$ cat config.mk
export PLATFORM = sky130hd
export DESIGN_NAME = batch_issue_sequencer_flat
export DESIGN_NICKNAME = d
export VERILOG_FILES = /design/src/rtl/batch_issue_sequencer_pkg.sv /design/src/rtl/batch_issue_sequencer_if.sv /design/src/rtl/batch_issue_sequencer_table_read_waiter.sv /design/src/rtl/batch_issue_sequencer.sv /design/src/flat_wrapper.sv
export SDC_FILE = /design/constraint.sdc
export NUM_CORES = 1
export LEC_CHECK = 0
export ABC_AREA = 1
export CELL_PAD_IN_SITES_DETAIL_PLACEMENT = 1
export CELL_PAD_IN_SITES_GLOBAL_PLACEMENT = 1
export CORE_MARGIN = 2
export CORE_UTILIZATION = 26
export DETAILED_ROUTE_END_ITERATION = 10
export GPL_TIMING_DRIVEN = 0
export PLACE_DENSITY_LB_ADDON = 0.1
export SLEW_MARGIN = 20
export SYNTH_ARGS = -nofsm -noshare
export SYNTH_HDL_FRONTEND = slang
export SYNTH_SLANG_ARGS = --single-unit
$ cat constraint.sdc
create_clock -name clk -period 1.95 [get_ports clk]
set_input_delay 0.39 -clock clk [delete_from_list [all_inputs] [get_ports clk]]
set_output_delay 0.39 -clock clk [all_outputs]
set_load 0.03 [all_outputs]
$ cat src/rtl/batch_issue_sequencer_pkg.sv
// Shared widths, read latency and FSM state encoding for the batch issue sequencer.
package batch_issue_sequencer_pkg;

  localparam int REQUEST_ID_WIDTH = 6;
  localparam int SRR_ID_WIDTH     = 5;
  localparam int SBR_ID_WIDTH     = 4;
  localparam int TABLE_RD_LAT     = 2;
  localparam int STALL_W          = 16;

  typedef enum logic [2:0] {
    ISSUE_IDLE   = 3'd0,
    ISSUE_RD_SBR = 3'd1,
    ISSUE_RD_SRR = 3'd2,
    ISSUE_ISSUE  = 3'd3,
    ISSUE_RD_REQ = 3'd4,
    ISSUE_DONE   = 3'd5
  } issue_state_e;

endpackage

$ cat src/rtl/batch_issue_sequencer_if.sv
// Issue handshake towards the DRAM command generator (valid/ready plus request tags).
interface batch_issue_sequencer_if
  import batch_issue_sequencer_pkg::*;
#(
  parameter int REQ_ID_W = REQUEST_ID_WIDTH
) ();

  logic                iss_valid;
  logic                iss_ready;
  logic [REQ_ID_W-1:0] iss_req_id;
  logic                iss_row_first;
  logic                iss_last;

  modport master (
    output iss_valid, iss_req_id, iss_row_first, iss_last,
    input  iss_ready
  );

  modport slave (
    input  iss_valid, iss_req_id, iss_row_first, iss_last,
    output iss_ready
  );

endinterface

$ cat src/rtl/batch_issue_sequencer_table_read_waiter.sv
// Countdown shared by all table reads: data_valid_o fires RD_LAT cycles after the
// address register updated by launch_i becomes visible.
module table_read_waiter #(
  parameter int RD_LAT = 2
) (
  input  logic clk,
  input  logic rst_n,
  input  logic launch_i,
  output logic data_valid_o
);

  localparam logic [2:0] LOAD_VAL = 3'(RD_LAT + 1);

  logic [2:0] cnt_q;
  logic [2:0] cnt_d;

  // next count: reload on launch, otherwise run down to zero and rest there
  always_comb begin
    cnt_d = cnt_q;
    if (launch_i) begin
      cnt_d = LOAD_VAL;
    end else if (cnt_q != 3'd0) begin
      cnt_d = cnt_q - 3'd1;
    end else begin
      cnt_d = 3'd0;
    end
  end

  // count register
  always_ff @(posedge clk or negedge rst_n) begin
    if (!rst_n) begin
      cnt_q <= 3'd0;
    end else begin
      cnt_q <= cnt_d;
    end
  end

  assign data_valid_o = (cnt_q == 3'd1);

endmodule

$ cat src/rtl/batch_issue_sequencer.sv
// Walks SBR -> SRR chain -> request chain and issues request IDs one at a time.
// Optional per-batch statistics outputs are built when BATCH_ISSUE_STATS_EN is defined.
module batch_issue_sequencer
  import batch_issue_sequencer_pkg::*;
#(
  parameter int REQ_ID_W = REQUEST_ID_WIDTH,
  parameter int SRR_ID_W = SRR_ID_WIDTH,
  parameter int SBR_ID_W = SBR_ID_WIDTH,
  parameter int RD_LAT   = TABLE_RD_LAT
) (
  input  logic                clk,
  input  logic                rst_n,
  input  logic                start,
  input  logic [SBR_ID_W-1:0] critical_sbr,
  output logic                busy,
  output logic                done,
`ifdef BATCH_ISSUE_STATS_EN
  output logic [REQ_ID_W-1:0] stat_issued,
  output logic [STALL_W-1:0]  stat_stall,
`endif
  output logic [SBR_ID_W-1:0] sbr_rd_addr,
  input  logic [SRR_ID_W-1:0] sbr_rd_head_srr,
  input  logic [SRR_ID_W-1:0] sbr_rd_row_count,
  output logic [SRR_ID_W-1:0] srr_rd_addr,
  input  logic [REQ_ID_W-1:0] srr_rd_head_req,
  input  logic [REQ_ID_W-1:0] srr_rd_count,
  input  logic [SRR_ID_W-1:0] srr_rd_next,
  output logic [REQ_ID_W-1:0] req_rd_addr,
  input  logic [REQ_ID_W-1:0] req_rd_next,
  batch_issue_sequencer_if.master iss_if
);

  issue_state_e        state_q, state_d;
  logic [SBR_ID_W-1:0] sbr_addr_q, sbr_addr_d;
  logic [SRR_ID_W-1:0] srr_addr_q, srr_addr_d;
  logic [REQ_ID_W-1:0] req_addr_q, req_addr_d;
  logic [SRR_ID_W-1:0] srr_ptr_q, srr_ptr_d, next_srr_q, next_srr_d;
  logic [SRR_ID_W-1:0] rows_left_q, rows_left_d;
  logic [REQ_ID_W-1:0] req_ptr_q, req_ptr_d, reqs_left_q, reqs_left_d;
  logic                row_first_q, row_first_d;
  logic                busy_q, busy_d, done_q, done_d;
  logic                iss_valid_q, iss_valid_d, iss_first_q, iss_first_d;
  logic                iss_last_q, iss_last_d;
  logic [REQ_ID_W-1:0] iss_id_q, iss_id_d;
  logic                launch_s, dv_s, hs_s;

  table_read_waiter #(.RD_LAT(RD_LAT)) u_waiter (
    .clk          (clk),
    .rst_n        (rst_n),
    .launch_i     (launch_s),
    .data_valid_o (dv_s)
  );

  assign hs_s = iss_valid_q && iss_if.iss_ready;

  // next-state, table addressing and registered-output values
  always_comb begin
    state_d     = state_q;
    sbr_addr_d  = sbr_addr_q;
    srr_addr_d  = srr_addr_q;
    req_addr_d  = req_addr_q;
    srr_ptr_d   = srr_ptr_q;
    next_srr_d  = next_srr_q;
    rows_left_d = rows_left_q;
    req_ptr_d   = req_ptr_q;
    reqs_left_d = reqs_left_q;
    row_first_d = row_first_q;
    launch_s    = 1'b0;
    case (state_q)
      ISSUE_IDLE: begin
        if (start) begin
          state_d    = ISSUE_RD_SBR;
          sbr_addr_d = critical_sbr;
          launch_s   = 1'b1;
        end else begin
          state_d = ISSUE_IDLE;
        end
      end
      ISSUE_RD_SBR: begin
        if (dv_s) begin
          srr_ptr_d   = sbr_rd_head_srr;
          rows_left_d = sbr_rd_row_count;
          if (sbr_rd_row_count == SRR_ID_W'(0)) begin
            state_d = ISSUE_DONE;
          end else begin
            state_d    = ISSUE_RD_SRR;
            srr_addr_d = sbr_rd_head_srr;
            launch_s   = 1'b1;
          end
        end else begin
          state_d = ISSUE_RD_SBR;
        end
      end
      ISSUE_RD_SRR: begin
        if (dv_s) begin
          req_ptr_d   = srr_rd_head_req;
          reqs_left_d = srr_rd_count;
          next_srr_d  = srr_rd_next;
          row_first_d = 1'b1;
          if (srr_rd_count != REQ_ID_W'(0)) begin
            state_d = ISSUE_ISSUE;
          end else if (rows_left_q > SRR_ID_W'(1)) begin
            // empty SRR: skip straight to the next one in the chain
            rows_left_d = rows_left_q - SRR_ID_W'(1);
            srr_ptr_d   = srr_rd_next;
            srr_addr_d  = srr_rd_next;
            launch_s    = 1'b1;
            state_d     = ISSUE_RD_SRR;
          end else begin
            rows_left_d = rows_left_q - SRR_ID_W'(1);
            state_d     = ISSUE_DONE;
          end
        end else begin
          state_d = ISSUE_RD_SRR;
        end
      end
      ISSUE_ISSUE: begin
        if (hs_s) begin
          row_first_d = 1'b0;
          reqs_left_d = reqs_left_q - REQ_ID_W'(1);
          if (reqs_left_q > REQ_ID_W'(1)) begin
            state_d    = ISSUE_RD_REQ;
            req_addr_d = req_ptr_q;
            launch_s   = 1'b1;
          end else if (rows_left_q > SRR_ID_W'(1)) begin
            rows_left_d = rows_left_q - SRR_ID_W'(1);
            srr_ptr_d   = next_srr_q;
            srr_addr_d  = next_srr_q;
            launch_s    = 1'b1;
            state_d     = ISSUE_RD_SRR;
          end else begin
            rows_left_d = rows_left_q - SRR_ID_W'(1);
            state_d     = ISSUE_DONE;
          end
        end else begin
          state_d = ISSUE_ISSUE;
        end
      end
      ISSUE_RD_REQ: begin
        if (dv_s) begin
          req_ptr_d = req_rd_next;
          state_d   = ISSUE_ISSUE;
        end else begin
          state_d = ISSUE_RD_REQ;
        end
      end
      ISSUE_DONE: begin
        state_d = ISSUE_IDLE;
      end
      default: begin
        state_d = ISSUE_IDLE;
      end
    endcase
    busy_d      = (state_d != ISSUE_IDLE) && (state_d != ISSUE_DONE);
    done_d      = (state_d == ISSUE_DONE);
    iss_valid_d = (state_d == ISSUE_ISSUE);
    iss_id_d    = iss_valid_d ? req_ptr_d : REQ_ID_W'(0);
    iss_first_d = iss_valid_d && row_first_d;
    iss_last_d  = iss_valid_d && (rows_left_d == SRR_ID_W'(1)) && (reqs_left_d == REQ_ID_W'(1));
  end

  // state, walk context and output registers
  always_ff @(posedge clk or negedge rst_n) begin
    if (!rst_n) begin
      state_q     <= ISSUE_IDLE;
      sbr_addr_q  <= SBR_ID_W'(0);
      srr_addr_q  <= SRR_ID_W'(0);
      req_addr_q  <= REQ_ID_W'(0);
      srr_ptr_q   <= SRR_ID_W'(0);
      next_srr_q  <= SRR_ID_W'(0);
      rows_left_q <= SRR_ID_W'(0);
      req_ptr_q   <= REQ_ID_W'(0);
      reqs_left_q <= REQ_ID_W'(0);
      row_first_q <= 1'b0;
      busy_q      <= 1'b0;
      done_q      <= 1'b0;
      iss_valid_q <= 1'b0;
      iss_id_q    <= REQ_ID_W'(0);
      iss_first_q <= 1'b0;
      iss_last_q  <= 1'b0;
    end else begin
      state_q     <= state_d;
      sbr_addr_q  <= sbr_addr_d;
      srr_addr_q  <= srr_addr_d;
      req_addr_q  <= req_addr_d;
      srr_ptr_q   <= srr_ptr_d;
      next_srr_q  <= next_srr_d;
      rows_left_q <= rows_left_d;
      req_ptr_q   <= req_ptr_d;
      reqs_left_q <= reqs_left_d;
      row_first_q <= row_first_d;
      busy_q      <= busy_d;
      done_q      <= done_d;
      iss_valid_q <= iss_valid_d;
      iss_id_q    <= iss_id_d;
      iss_first_q <= iss_first_d;
      iss_last_q  <= iss_last_d;
    end
  end

`ifdef BATCH_ISSUE_STATS_EN
  logic [REQ_ID_W-1:0] stat_issued_q;
  logic [STALL_W-1:0]  stat_stall_q;
  logic                start_acc_s;

  assign start_acc_s = (state_q == ISSUE_IDLE) && start;

  // per-batch handshake and stall counters, cleared when a batch is accepted
  always_ff @(posedge clk or negedge rst_n) begin
    if (!rst_n) begin
      stat_issued_q <= REQ_ID_W'(0);
      stat_stall_q  <= STALL_W'(0);
    end else if (start_acc_s) begin
      stat_issued_q <= REQ_ID_W'(0);
      stat_stall_q  <= STALL_W'(0);
    end else begin
      if (hs_s) begin
        stat_issued_q <= stat_issued_q + REQ_ID_W'(1);
      end
      if (iss_valid_q && !iss_if.iss_ready && (stat_stall_q != {STALL_W{1'b1}})) begin
        stat_stall_q <= stat_stall_q + STALL_W'(1);
      end
    end
  end

  assign stat_issued = stat_issued_q;
  assign stat_stall  = stat_stall_q;
`endif

  assign busy                 = busy_q;
  assign done                 = done_q;
  assign sbr_rd_addr          = sbr_addr_q;
  assign srr_rd_addr          = srr_addr_q;
  assign req_rd_addr          = req_addr_q;
  assign iss_if.iss_valid     = iss_valid_q;
  assign iss_if.iss_req_id    = iss_id_q;
  assign iss_if.iss_row_first = iss_first_q;
  assign iss_if.iss_last      = iss_last_q;

endmodule

$ cat src/flat_wrapper.sv
// flat-port wrapper written by rule: the top's interface ports become plain ports
module batch_issue_sequencer_flat import batch_issue_sequencer_pkg::*;
#(
  parameter int REQ_ID_W = REQUEST_ID_WIDTH,
  parameter int SRR_ID_W = SRR_ID_WIDTH,
  parameter int SBR_ID_W = SBR_ID_WIDTH,
  parameter int RD_LAT   = TABLE_RD_LAT
)
  (clk, rst_n, start, critical_sbr, busy, done, sbr_rd_addr, sbr_rd_head_srr, sbr_rd_row_count, srr_rd_addr, srr_rd_head_req, srr_rd_count, srr_rd_next, req_rd_addr, req_rd_next, iss_if_iss_valid, iss_if_iss_req_id, iss_if_iss_row_first, iss_if_iss_last, iss_if_iss_ready);
  batch_issue_sequencer_if #(.REQ_ID_W(REQ_ID_W)) iss_if_i ();
  input  logic clk;
  input  logic rst_n;
  input  logic start;
  input  logic [SBR_ID_W-1:0] critical_sbr;
  output logic busy;
  output logic done;
  output logic [SBR_ID_W-1:0] sbr_rd_addr;
  input  logic [SRR_ID_W-1:0] sbr_rd_head_srr;
  input  logic [SRR_ID_W-1:0] sbr_rd_row_count;
  output logic [SRR_ID_W-1:0] srr_rd_addr;
  input  logic [REQ_ID_W-1:0] srr_rd_head_req;
  input  logic [REQ_ID_W-1:0] srr_rd_count;
  input  logic [SRR_ID_W-1:0] srr_rd_next;
  output logic [REQ_ID_W-1:0] req_rd_addr;
  input  logic [REQ_ID_W-1:0] req_rd_next;
  output wire logic [$bits(iss_if_i.iss_valid)-1:0] iss_if_iss_valid;
  output wire logic [$bits(iss_if_i.iss_req_id)-1:0] iss_if_iss_req_id;
  output wire logic [$bits(iss_if_i.iss_row_first)-1:0] iss_if_iss_row_first;
  output wire logic [$bits(iss_if_i.iss_last)-1:0] iss_if_iss_last;
  input wire logic [$bits(iss_if_i.iss_ready)-1:0] iss_if_iss_ready;
  assign iss_if_iss_valid = iss_if_i.iss_valid;
  assign iss_if_iss_req_id = iss_if_i.iss_req_id;
  assign iss_if_iss_row_first = iss_if_i.iss_row_first;
  assign iss_if_iss_last = iss_if_i.iss_last;
  assign iss_if_i.iss_ready = iss_if_iss_ready;
  batch_issue_sequencer #(.REQ_ID_W(REQ_ID_W), .SRR_ID_W(SRR_ID_W), .SBR_ID_W(SBR_ID_W), .RD_LAT(RD_LAT)) u_core (.clk(clk), .rst_n(rst_n), .start(start), .critical_sbr(critical_sbr), .busy(busy), .done(done), .sbr_rd_addr(sbr_rd_addr), .sbr_rd_head_srr(sbr_rd_head_srr), .sbr_rd_row_count(sbr_rd_row_count), .srr_rd_addr(srr_rd_addr), .srr_rd_head_req(srr_rd_head_req), .srr_rd_count(srr_rd_count), .srr_rd_next(srr_rd_next), .req_rd_addr(req_rd_addr), .req_rd_next(req_rd_next), .iss_if(iss_if_i));
endmodule
After elaboration in Yosys (flattened, before gate mapping) --
Cells that the tools add are included.
Operators by class: $add $sub $neg 3, magnitude comparators 2, equality and inequality tests 18, multiplexer cells 46, reduce and logical (&&, ||, !) cells 15
Operators by type and width (count):
- two-way mux 5 bit | 13
- two-way mux 3 bit | 10
- two-way mux 6 bit | 5
- one-hot mux 5 bit (3 select lines) | 2
- one-hot mux 6 bit (2 select lines) | 2
- one-hot mux 3 bit (5 select lines) | 1
- two-way mux 1 bit | 11
- != test 2 x 1 -> 1 bit, second input constant | 5
- equality test 3 x 2 -> 1 bit, second input constant | 3
- AND reduction 9 bit | 1
- nonzero test 3 bit | 3
- equality test 3 x 1 -> 1 bit, second input constant | 2
- equality test 3 bit, second input constant | 2
- equality test 6 x 1 -> 1 bit, second input constant | 1
- greater-than comparator 6 x 1 -> 1 bit, second input constant | 1
- != test 2 bit, second input constant | 3
- nonzero test 6 bit | 1
- subtractor 6 x 1 -> 6 bit, second input constant | 1
- equality test 5 x 1 -> 1 bit, second input constant | 1
- greater-than comparator 5 x 1 -> 1 bit, second input constant | 1
- logical AND 1 bit | 5
- zero test 5 bit | 1
- subtractor 5 x 1 -> 5 bit, second input constant | 1
- one-hot mux 1 bit (4 select lines) | 1
- 6 further kinds | 7
Storage, ports and cells: flip-flop bits (word level) 55, input bits 41, output and inout port bits 26, logic and storage cells 100

Depth between registers and ports, before layout --
Gate-level depths: netlist (run 1).
depth after elaboration 8, depth in mapped cells 13, mapped depth without buffers 13

Hierarchy --
Synthesis (run 1) repeated with hierarchy kept, for this count alone.
Unflattened totals: cell total of the unflattened synthesis 374, area total of the unflattened synthesis 2976.6 sq um
Modules (own cells, without submodules):
- batch_issue_sequencer | instances 1, cells each 358, area each 2827.7 sq um, seq. area each 1301.2 sq um
- table_read_waiter | instances 1, cells each 16, area each 148.9 sq um, seq. area each 75.1 sq um

Worst setup path after synthesis (run 1) --
Ideal clock, no wire load.
path type register to register, start point register u_core.reqs_left_q[0], end point register u_core.srr_addr_q[0], in the netlist u_core.srr_rd_addr[0], library setup time 77 ps, arrival time 1569 ps, required time 1873 ps, path slack 303 ps, stages on the path, launching flop included 11, path buffers 0, clock period less this slack 1647 ps, path through dfrtp_1 -> inv_1 -> ha_1 -> nor2_1 -> nor2_2 -> nand2_1 -> nand2_1 -> nand4_1 -> nor2_2 -> nor2_1 -> a21oi_1
Between the ends: word-level cells in the longest chain between the ends 3
RTL lines:
- start, declared | RTL line batch_issue_sequencer.sv:39 | logic [REQ_ID_W-1:0] req_ptr_q, req_ptr_d, reqs_left_q, reqs_left_d;
- start signal, assigned | RTL line batch_issue_sequencer.sv:190 | reqs_left_q <= reqs_left_d;
- greater-than comparator 6 x 1 -> 1 bit | RTL line batch_issue_sequencer.sv:121 | if (reqs_left_q > REQ_ID_W'(1)) begin
- != test 2 bit (no line)
- AND reduction 9 bit (no line)
- end signal, assigned | RTL line batch_issue_sequencer.sv:184 | srr_addr_q <= srr_addr_d;
- end, declared | RTL line batch_issue_sequencer.sv:35 | logic [SRR_ID_W-1:0] srr_addr_q, srr_addr_d;
Every way passes these cells. A chain may end at the register's enable or synchronous reset.

Final worst setup path (run 1) --
start point register u_core.reqs_left_q[1], end point register u_core.srr_addr_q[4], in the netlist u_core.srr_rd_addr[4]
Same word-level chain as after synthesis.

==> results of run 1 <==
[power by group]
part	switching [uW]	internal, uW
Combinational	2780	1810
Clock	425	612
Sequential	359	1640
[cells in the final DEF (no fill, tap or decap), types with 2 or more instances in the layout]
cell type	count
sky130_fd_sc_hd__o21ai_1	3
sky130_fd_sc_hd__a32o_1	5
sky130_fd_sc_hd__nand2_2	2
sky130_fd_sc_hd__o21ai_0	26
sky130_fd_sc_hd__buf_6	2
sky130_fd_sc_hd__nor2_4	11
sky130_fd_sc_hd__inv_1	50
sky130_fd_sc_hd__dfrtp_1	49
sky130_fd_sc_hd__a21oi_1	16
sky130_fd_sc_hd__clkbuf_1	3
sky130_fd_sc_hd__inv_2	5
sky130_fd_sc_hd__nand3_2	4
sky130_fd_sc_hd__mux2_2	4
sky130_fd_sc_hd__inv_6	2
sky130_fd_sc_hd__nor3_1	2
sky130_fd_sc_hd__ha_4	2
sky130_fd_sc_hd__nand2_1	109
sky130_fd_sc_hd__buf_12	2
sky130_fd_sc_hd__nor2_1	30
sky130_fd_sc_hd__nand4_1	6
sky130_fd_sc_hd__dfrtp_2	6
sky130_fd_sc_hd__xor2_1	3
sky130_fd_sc_hd__buf_4	26
sky130_fd_sc_hd__nand3_1	23
sky130_fd_sc_hd__clkbuf_16	5
sky130_fd_sc_hd__a21oi_2	3
sky130_fd_sc_hd__nor2_2	11
sky130_fd_sc_hd__o21a_1	5
sky130_fd_sc_hd__dlymetal6s2s_1	3
sky130_fd_sc_hd__nand2_4	6
sky130_fd_sc_hd__ha_1	2
sky130_fd_sc_hd__a22oi_1	2
sky130_fd_sc_hd__clkdlybuf4s50_1	62
[cells by family after synthesis]
| family | synth area share |
|---|---|
| AND/OR/NAND/NOR | 0.311 |
| AO/OA/AOI/OAI | 0.116 |
| flip-flops | 0.451 |
| XOR/XNOR | 0.00861 |
| buffers and inverters | 0.0824 |
| multiplexers | 0.0148 |
| adder cells (fa/ha/maj) | 0.0164 |
[how the worst max path moves through the flow]
stage	startpoint	cells after the start	endpoint
after floorplan	u_core.reqs_left_q[0]$_DFF_PN0_	10	u_core.srr_rd_addr[0]$_DFFE_PN0P_
after detailed placement	srr_rd_count[2]	9	u_core.iss_if.iss_req_id[0]$_DFF_PN0_
after global placement	rst_n	1	u_core.rows_left_q[2]$_DFF_PN0_
after CTS	srr_rd_count[2]	10	u_core.srr_rd_addr[4]$_DFFE_PN0P_
after global routing	u_core.state_q[2]$_DFF_PN0_	13	u_core.iss_if.iss_last$_DFF_PN0_
final	u_core.reqs_left_q[1]$_DFF_PN0_	11	u_core.srr_rd_addr[4]$_DFFE_PN0P_
[metrics by stage]
stage / instance area (sq um) / hold slack, ns
6_report: 4470 / 0.422
4_1_cts: 4130 / 0.494
2_1_floorplan: 3050 / 0.0944
5_1_grt: 4470 / 0.454
3_5_place_dp: 3910 / 0.291
3_3_place_gp: 3890 / 0.466
[repair_timing]
action | CTS | global route
gates cloned | 0 | 1
endpoints found under the hold margin | 18 | 0
pin swaps | 2 | 18
resized for setup | 12 | 41
setup endpoints to repair | 20 | 25
buffers inserted | 1 | 25
hold buffers | 1 | 0
[critical path: stages (launching register included)]
cell,delay (ns)
sky130_fd_sc_hd__dfrtp_1,0.41
sky130_fd_sc_hd__inv_2,0.13
sky130_fd_sc_hd__ha_4,0.17
sky130_fd_sc_hd__nor2_4,0.04
sky130_fd_sc_hd__nor2_4,0.11
sky130_fd_sc_hd__buf_6,0.12
sky130_fd_sc_hd__nand2_4,0.05
sky130_fd_sc_hd__nand2_2,0.04
sky130_fd_sc_hd__nand4_1,0.24
sky130_fd_sc_hd__nor2_4,0.29
sky130_fd_sc_hd__nor2_1,0.08
sky130_fd_sc_hd__a21oi_1,0.13
[flip-flops by register name, summed over array words and instances (netlist names)]
name and cells:
u_core.req_ptr_q 6, u_core.done 1, u_core.state_q 3, u_core.rows_left_q 5, u_core.req_rd_addr 6, u_core.reqs_left_q 6
u_core.iss_if.iss_valid 1, u_core.srr_rd_addr 5, u_core.sbr_rd_addr 4, u_core.next_srr_q 5, u_core.iss_if.iss_row_first 1, u_core.busy 1
u_core.iss_if.iss_last 1, u_core.u_waiter.cnt_q 3, u_core.row_first_q 1, u_core.iss_if.iss_req_id 6
[final cells by class]
cell class / instances / share of cell area
Clock inverter: 2 / 0.00869
Inverter: 56 / 0.0482
Clock buffer: 6 / 0.0289
Timing Repair Buffer: 94 / 0.203
Multi-Input combinational cell: 280 / 0.349
Buffer: 7 / 0.0120
Tap cell: 143 / 0.0401
Sequential cell: 55 / 0.310
[per-layer routing]
layer / GRT usage / up-vias
li1: - / 1469
met1: 0.204 / 1413
met2: 0.258 / 46
met3: 0.0346 / 7
met4: 0.0244 / 0
met5: 0 / -
==> flow_summary.yaml, run 1 <==
sta:
  timing.max_slew.rel_slack: 0.733
  setup-violations-final: 0
  timing.final.ws_setup_ns: 0.0774
  rsz0062_at_grt: "true"
  timing.final.crit_share: 0.960
  setup_tns_ns: 0
  max_freq_ghz: 0.534
  finalHoldViolations: 0
  worstMarginPinSlew_ns: 0.397
  fin_crit_ns: 1.87
  fin_skew_ns: 0.00817
  maxSlewViolCount: 0
clock_network:
  insertion_delay_ns: 0.30
  clock-sinks: 55
  htree_levels: 2
  cts_inserted_buffers: 5
  clockRootBuffer: "sky130_fd_sc_hd__clkbuf_16"
  clk_pin_slew_ns: 0.07
  tritoncts: "yes"
  clk_path_buf_depth: 2
yosys:
  synth_cells: 397
  avgSynthCellArea_sq_um: 7.69
  number_of_flops_mapped_to_enable_cells_by_yosys: 0
  synth_sequential_area_ratio: 0.451
  netlist_area_sq_mm: 0.00305
  yosys_most_used_dff: "sky130_fd_sc_hd__dfrtp_1"
  synth.net_count: 442
  synth_largest_area_cell: "sky130_fd_sc_hd__dfrtp_1"
  yosysUniqueCellTypes: 30
  postSynth.asyncResetShare: 1.00
  largest_cells_by_area_after_synthesis: "sky130_fd_sc_hd__dfrtp_1 45%, sky130_fd_sc_hd__nand2_1 14%, sky130_fd_sc_hd__inv_1 6.5%"
  yosys.cell_count.top_type: "sky130_fd_sc_hd__nand2_1"
  yosys_warnings: 0
  synth_seq_cells: 55
  proportion_of_netlist_area_held_by_the_largest_area_contributor: 0.451
  ys_top_cells_by_count: "113 x sky130_fd_sc_hd__nand2_1, 55 x sky130_fd_sc_hd__dfrtp_1, 53 x sky130_fd_sc_hd__inv_1"
cells_and_area:
  final_util: 0.391
  final_net_count: 544
  nFillCells: 1403
  ff_latch_area_sq_mm: 0.00138
  insertedDiodeCount: 0
  post_layout_nonfiller_instances: 643
  areaGrowthSynthToFinish_pct: 46.3
  drive_gt1_frac: 0.196
  multi_input_comb_area_sq_mm: 0.00156
power:
  total_leakage_power_uw: 0.00217
  vdd_ir_drop_max_mv: 0.660
  power_density_mw_per_mm2: 1710
  totalPowerFinal_uw: 7630
placed_design:
  port_buffers: 66
  dp_slack_ns: -0.421
  placedCellCount: 607
  detailedPlacementHpwl_mm: 7.15
  globalplace.congestion: 0.787
critical_path:
  worst_setup_path_start_kind: "flip-flop"
  critical_path_class: "flip-flop to flip-flop"
  worst_r2r_path_depth: 11
  crit_path_end_kind: "flip-flop"
  timing.critical_path.required_ns: 2.17
  worst-path-max-fanout: 5
  critical_path_arrival_ns: 2.09
  critical_path.reg2reg.endpoint: "u_core.srr_rd_addr[4]$_DFFE_PN0P_"
  reg2reg_slack_ns: 0.08
  regToRegStartpoint: "u_core.reqs_left_q[1]$_DFF_PN0_"
global_route:
  grt-ovfl-total: 0
  grtUsageTotal: 0.152
  grt_start_max_net_pins: 38
  grt_pass1_vias: 3061
  grt_pass1_wl_mm: 15.4
  antenna_found_initial: 0
routing:
  m1WireLength_mm: 4.42
  drt-initial-drc-count: 83
  avgViaCountPerCell: 4.56
  antenna_left: 0
  routed_wirelength_mm: 9.61
  dr_wl_met2_mm: 4.68
  drt-pass1-iter-count: 4
  top_signal_layer_used: "met4"
  detailroute.via_count: 2935
  wire_per_inst_um: 14.9
  met3WireLength_um: 424
  detail_route.drc_violations: 0
hold_path:
  hp-class: "input port to flip-flop"
  hold-path-endpoint: "u_core.reqs_left_q[4]$_DFF_PN0_"
  hold_path_startpoint: "srr_rd_count[4]"
  hold-path-cell-count: 3
die:
  core_sq_mm: 0.0114
  die_area_sq_mm: 0.0126
  initial_utilization: 0.267
  die_h_um: 112
  number_of_placed_i_o_pins: 67
  fp_rows: 39
  die_w_um: 112
flow_run:
  maxCapViolations: 0
status:
  status: "finished, final reports clean"
No activity file was read; power rests on OpenSTA's default activity.
==> run 2, diff against run 1 <==
--- a/config.mk
+++ b/config.mk
@@ -9,7 +9,7 @@
 export CELL_PAD_IN_SITES_DETAIL_PLACEMENT = 1
 export CELL_PAD_IN_SITES_GLOBAL_PLACEMENT = 1
 export CORE_MARGIN = 2
-export CORE_UTILIZATION = 26
+export CORE_UTILIZATION = 37
 export DETAILED_ROUTE_END_ITERATION = 10
 export GPL_TIMING_DRIVEN = 0
 export PLACE_DENSITY_LB_ADDON = 0.1
==> flow_summary.yaml, run 2 (synthesized netlist as in run 1, its figures left out) <==
critical_path:
  worst-path-max-fanout: 7
  worst_r2r_path_depth: 9
  critical_path_arrival_ns: 2.10
  critical_path.reg2reg.endpoint: "u_core.iss_if.iss_req_id[0]$_DFF_PN0_"
  critical_path_class: "flip-flop to flip-flop"
  timing.critical_path.required_ns: 2.16
  crit_path_end_kind: "flip-flop"
  critical_path.startpoint: "u_core.u_waiter.cnt_q[1]$_DFF_PN0_"
  reg2reg_slack_ns: 0.06
  worst_setup_path_start_kind: "flip-flop"
  regToRegStartpoint: "u_core.u_waiter.cnt_q[1]$_DFF_PN0_"
cells_and_area:
  insertedDiodeCount: 0
  drive_gt1_frac: 0.169
  nFillCells: 1019
  final_common_cell: "sky130_fd_sc_hd__nand2_1"
  areaGrowthSynthToFinish_pct: 38.6
  ff_latch_area_sq_mm: 0.00138
  multi_input_comb_area_sq_mm: 0.00151
  layout.cells.most_common_list: "112 x sky130_fd_sc_hd__nand2_1, 65 x sky130_fd_sc_hd__clkdlybuf4s50_1, 51 x sky130_fd_sc_hd__dfrtp_1, 50 x sky130_fd_sc_hd__inv_1, 32 x sky130_fd_sc_hd__nor2_1"
  final_util: 0.523
  final_net_count: 536
global_route:
  grt-ovfl-total: 0
  grt_pass1_wl_mm: 14.9
  antenna_found_initial: 0
  grt_start_max_net_pins: 42
  grt_pass1_vias: 3069
  grtUsageTotal: 0.212
routing:
  met3WireLength_um: 291
  wire_per_inst_um: 15.2
  routed_wirelength_mm: 9.10
  drt-initial-drc-count: 91
  detail_route.drc_violations: 0
  detailroute.via_count: 2980
  m1WireLength_mm: 4.13
  antenna_left: 0
  dr_wl_met2_mm: 4.54
  avgViaCountPerCell: 4.99
  drt-pass1-iter-count: 4
  top_signal_layer_used: "met4"
die:
  number_of_placed_i_o_pins: 67
  fp_rows: 33
  die_area_sq_mm: 0.00899
  die_h_um: 94.8
  die_w_um: 94.8
  initial_utilization: 0.377
  core_sq_mm: 0.00809
placed_design:
  globalplace.congestion: 0.863
  detailedPlacementHpwl_mm: 6.76
  port_buffers: 66
power:
  combinationalPowerShare: 0.618
  switching_power_uw: 3490
  vdd_ir_drop_max_mv: 0.779
  power_density_mw_per_mm2: 1690
  total_leakage_power_uw: 0.00207
  netSwitchingFraction: 0.489
  p_int_uw: 3650
  clock_power_share: 0.102
  p_seq_frac: 0.280
clock_network:
  htree_levels: 2
  clockRootBuffer: "sky130_fd_sc_hd__clkbuf_8"
  tritoncts: "yes"
  cts_inserted_buffers: 5
  clock-sinks: 55
  insertion_delay_ns: 0.32
  clk_path_buf_depth: 2
  clk_pin_slew_ns: 0.12
sta:
  finalHoldViolations: 0
  timing.final.crit_share: 0.971
  maxSlewViolCount: 0
  worstMarginPinSlew_ns: 0.363
  fin_crit_ns: 1.89
  max_freq_ghz: 0.528
  setup-violations-final: 0
  setup_tns_ns: 0
  fin_skew_ns: 0.0142
  timing.max_slew.rel_slack: 0.758
status:
  status: "finished, final reports clean"
flow_run:
  maxCapViolations: 0
hold_path:
  hp-class: "input port to asynchronous set/reset pin"
[run 2: cell types whose count changed in the layout (fill, tap and decap cells not counted), sizes merged]
cell	change
clkdlybuf4s50	+3
clkbuf	-1
buf	-7
dlymetal6s2s	-3
bufinv	-1
clkinv	+1
[run 2: worst max-delay path, cell delays in order, from the launching register on]
cell and delay (ns):
sky130_fd_sc_hd__dfrtp_2 0.45, sky130_fd_sc_hd__nor2_4 0.16, sky130_fd_sc_hd__nand2_4 0.12, sky130_fd_sc_hd__buf_4 0.16, sky130_fd_sc_hd__o21ai_2 0.19, sky130_fd_sc_hd__o21ai_1 0.14, sky130_fd_sc_hd__nor2_2 0.24, sky130_fd_sc_hd__nor2_4 0.08
sky130_fd_sc_hd__inv_2 0.15, sky130_fd_sc_hd__nor2_1 0.07
[run 2: what timing repair did]
action / in CTS / in global routing
pin swaps: 3 / 5
gates cloned: 1 / 0
gates resized for setup: 11 / 26
hold buffers: 1 / 0
endpoints found under the setup margin: 20 / 22
endpoints found under the hold margin: 14 / 0
setup buffers: 2 / 16
[run 2: worst max-delay path by stage]
| stage | slack [ns] | depth (start not counted) | to |
|---|---|---|---|
| after floorplan | 0.30 | 10 | u_core.srr_rd_addr[0]$_DFFE_PN0P_ |
| after global placement | -1.34 | 1 | u_core.next_srr_q[0]$_DFFE_PN0P_ |
| after detailed placement | -0.44 | 9 | u_core.iss_if.iss_req_id[0]$_DFF_PN0_ |
| after CTS | 0.02 | 11 | u_core.srr_rd_addr[0]$_DFFE_PN0P_ |
| after global routing | -0.06 | 10 | u_core.iss_if.iss_req_id[3]$_DFF_PN0_ |
| final | 0.06 | 9 | u_core.iss_if.iss_req_id[0]$_DFF_PN0_ |
[run 2: through the flow]
stage	cells	instance area (sq um)	power, uW	hold slack [ns]	setup slack [ns]
5_1_grt	597	4230	7730	0.470	-0.0646
6_report	597	4230	7140	0.447	0.0573
2_1_floorplan	397	3050	4560	0.0944	0.303
3_5_place_dp	569	3860	5880	0.270	-0.443
3_3_place_gp	568	3840	5760	0.467	-1.34
4_1_cts	581	4020	6790	0.455	0.0156
[run 2: final cells by class]
type,count,share of cell area
tap,105,0.0311
timing repair buffer,86,0.198
clock buffer,6,0.0195
sequential,55,0.327
multi-input combinational,280,0.358
buffer,7,0.0121
inverter,56,0.0503
clock inverter,2,0.00473
[run 2: layer usage]
metal  up-vias  track usage
met5         -            0
met4         0       0.0519
met3        12       0.0383
met2        45        0.359
met1      1471        0.280
li1       1452            -
[run 2: power groups by stage]
stage               combinational (uW)  clock (uW)  sequential, uW
finish                            4420         727            2000
global route                      4890         785            2060
CTS                               4040         749            2000
detailed placement                3870           0            2010
global placement                  3770           0            1990
floorplan                         2210           0            2350
==> run 3, diff against run 2 <==
--- a/config.mk
+++ b/config.mk
@@ -8,6 +8,7 @@
 export ABC_AREA = 1
 export CELL_PAD_IN_SITES_DETAIL_PLACEMENT = 1
 export CELL_PAD_IN_SITES_GLOBAL_PLACEMENT = 1
+export CORE_ASPECT_RATIO = 0.8
 export CORE_MARGIN = 2
 export CORE_UTILIZATION = 37
 export DETAILED_ROUTE_END_ITERATION = 10
==> flow_summary.yaml, run 3 (synthesized netlist as in run 1, its figures left out) <==
critical_path:
  critical_path_arrival_ns: 2.07
  crit_path_end_kind: "flip-flop"
  worst_setup_path_start_kind: "input port"
  critical_path_class: "input port to flip-flop"
  worst-path-max-fanout: 5
  timing.critical_path.required_ns: 2.15
die:
  die_area_sq_mm: 0.00899
  die_h_um: 85.2
  core_sq_mm: 0.00798
  number_of_placed_i_o_pins: 67
  fp_rows: 29
  die_w_um: 106
  initial_utilization: 0.382
cells_and_area:
  final_common_cell: "sky130_fd_sc_hd__nand2_1"
  multi_input_comb_area_sq_mm: 0.00155
  drive_gt1_frac: 0.179
  post-route-cell-area_sq_mm: 0.00422
  layout.cells.most_common_list: "109 x sky130_fd_sc_hd__nand2_1, 65 x sky130_fd_sc_hd__clkdlybuf4s50_1, 50 x sky130_fd_sc_hd__inv_1, 50 x sky130_fd_sc_hd__dfrtp_1, 30 x sky130_fd_sc_hd__nor2_1"
  ff_latch_area_sq_mm: 0.00138
  areaGrowthSynthToFinish_pct: 38.2
  insertedDiodeCount: 0
  final_net_count: 531
  nFillCells: 998
clock_network:
  insertion_delay_ns: 0.32
  cts_inserted_buffers: 5
  clk_pin_slew_ns: 0.10
  clockRootBuffer: "sky130_fd_sc_hd__clkbuf_8"
  htree_levels: 2
  clk_path_buf_depth: 2
  tritoncts: "yes"
  clock-sinks: 55
routing:
  avgViaCountPerCell: 4.85
  wire_per_inst_um: 15.1
  detailroute.via_count: 2884
  routed_wirelength_mm: 8.99
  dr_wl_met2_mm: 4.13
  drt-pass1-iter-count: 4
  detail_route.drc_violations: 0
  met3WireLength_um: 315
  antenna_left: 0
  m1WireLength_mm: 4.49
  drt-initial-drc-count: 80
  top_signal_layer_used: "met4"
power:
  power_density_mw_per_mm2: 1700
  switching_power_uw: 3460
  combinationalPowerShare: 0.612
  p_int_uw: 3700
  vdd_ir_drop_max_mv: 0.800
  total_leakage_power_uw: 0.00204
  netSwitchingFraction: 0.484
  p_seq_frac: 0.279
  clock_power_share: 0.108
placed_design:
  dp_slack_ns: -0.516
  port_buffers: 66
  globalplace.congestion: 0.916
  place_area_sq_mm: 0.00384
  detailedPlacementHpwl_mm: 6.61
sta:
  timing.final.ws_setup_ns: 0.0765
  worstMarginPinSlew_ns: 0.694
  fin_crit_ns: 1.87
  rsz0062_at_grt: "true"
  timing.max_slew.rel_slack: 0.537
  finalHoldViolations: 0
  max_freq_ghz: 0.534
  timing.final.crit_share: 0.961
  fin_skew_ns: 0.0137
  setup-violations-final: 0
  maxSlewViolCount: 0
global_route:
  grtUsageTotal: 0.205
  grt_pass1_wl_mm: 14.5
  grt_start_max_net_pins: 56
  grt_pass1_vias: 2997
  antenna_found_initial: 0
  grt-ovfl-total: 0
status:
  status: "finished, final reports clean"
flow_run:
  maxCapViolations: 0
hold_path:
  hp-class: "input port to asynchronous set/reset pin"
run 3: final timing paths:
kind                                                  from  depth (start not counted)                                     to  slack, ns
max in group asynchronous                            rst_n                          1        u_core.reqs_left_q[1]$_DFF_PN0_       1.33
min in group clk             u_core.req_ptr_q[4]$_DFF_PN0_                          2          u_core.req_ptr_q[4]$_DFF_PN0_       0.50
max reg2reg                u_core.reqs_left_q[2]$_DFF_PN0_                          9      u_core.srr_rd_addr[3]$_DFFE_PN0P_       0.08
max                                        srr_rd_count[2]                         10      u_core.srr_rd_addr[3]$_DFFE_PN0P_       0.08
min                                                  rst_n                          1  u_core.iss_if.iss_req_id[3]$_DFF_PN0_       0.11
min reg2reg                  u_core.req_ptr_q[4]$_DFF_PN0_                          2          u_core.req_ptr_q[4]$_DFF_PN0_       0.50
run 3: cell type report:
class | instances | area share
flip-flops and latches | 55 | 0.328
clock inverters | 2 | 0.00920
repair buffers | 81 | 0.183
clock buffers | 6 | 0.0172
well taps | 108 | 0.0320
plain buffers | 7 | 0.0131
inverters | 56 | 0.0510
multi-input cells | 280 | 0.367
run 3: repair_timing:
action	in CTS	in global routing
buffers inserted	1	14
hold buffers	0	0
pin swaps	3	8
cloned	1	0
resized for setup	8	40
setup endpoints to repair	20	22
run 3: power groups by stage:
stage,Sequential (uW),Combinational (uW),Clock [uW]
after detailed placement,2000,3880,0
final,2000,4390,775
after global routing,2070,4860,837
after floorplan,2350,2210,0
after CTS,1990,4040,803
after global placement,1980,3780,0
run 3: critical path: stages:
cell,delay (ns)
sky130_fd_sc_hd__clkdlybuf4s50_1,0.47
sky130_fd_sc_hd__nor2_2,0.15
sky130_fd_sc_hd__nand3_4,0.12
sky130_fd_sc_hd__inv_2,0.11
sky130_fd_sc_hd__nand2_1,0.07
sky130_fd_sc_hd__nand2_1,0.10
sky130_fd_sc_hd__nand4_1,0.19
sky130_fd_sc_hd__buf_4,0.21
sky130_fd_sc_hd__nor2_4,0.15
sky130_fd_sc_hd__a21oi_1,0.09
run 3: stage by stage:
step | instances | hold slack (ns) | setup TNS (ns) | util | total power, uW
detailed placement | 571 | 0.481 | -10.17 | 0.482 | 5880
finish | 595 | 0.107 | 0 | 0.528 | 7160
floorplan | 397 | 0.0944 | 0 | - | 4560
global route | 595 | 0.160 | -0.248 | 0.528 | 7760
global placement | 571 | 0.467 | -77.43 | 0.482 | 5760
CTS | 581 | 0.130 | -0.231 | 0.500 | 6830
run 3: metal layers:
layer | track usage | up-vias
li1 | - | 1444
met1 | 0.289 | 1383
met2 | 0.330 | 51
met3 | 0.0438 | 6
met4 | 0.0347 | 0
met5 | 0 | -
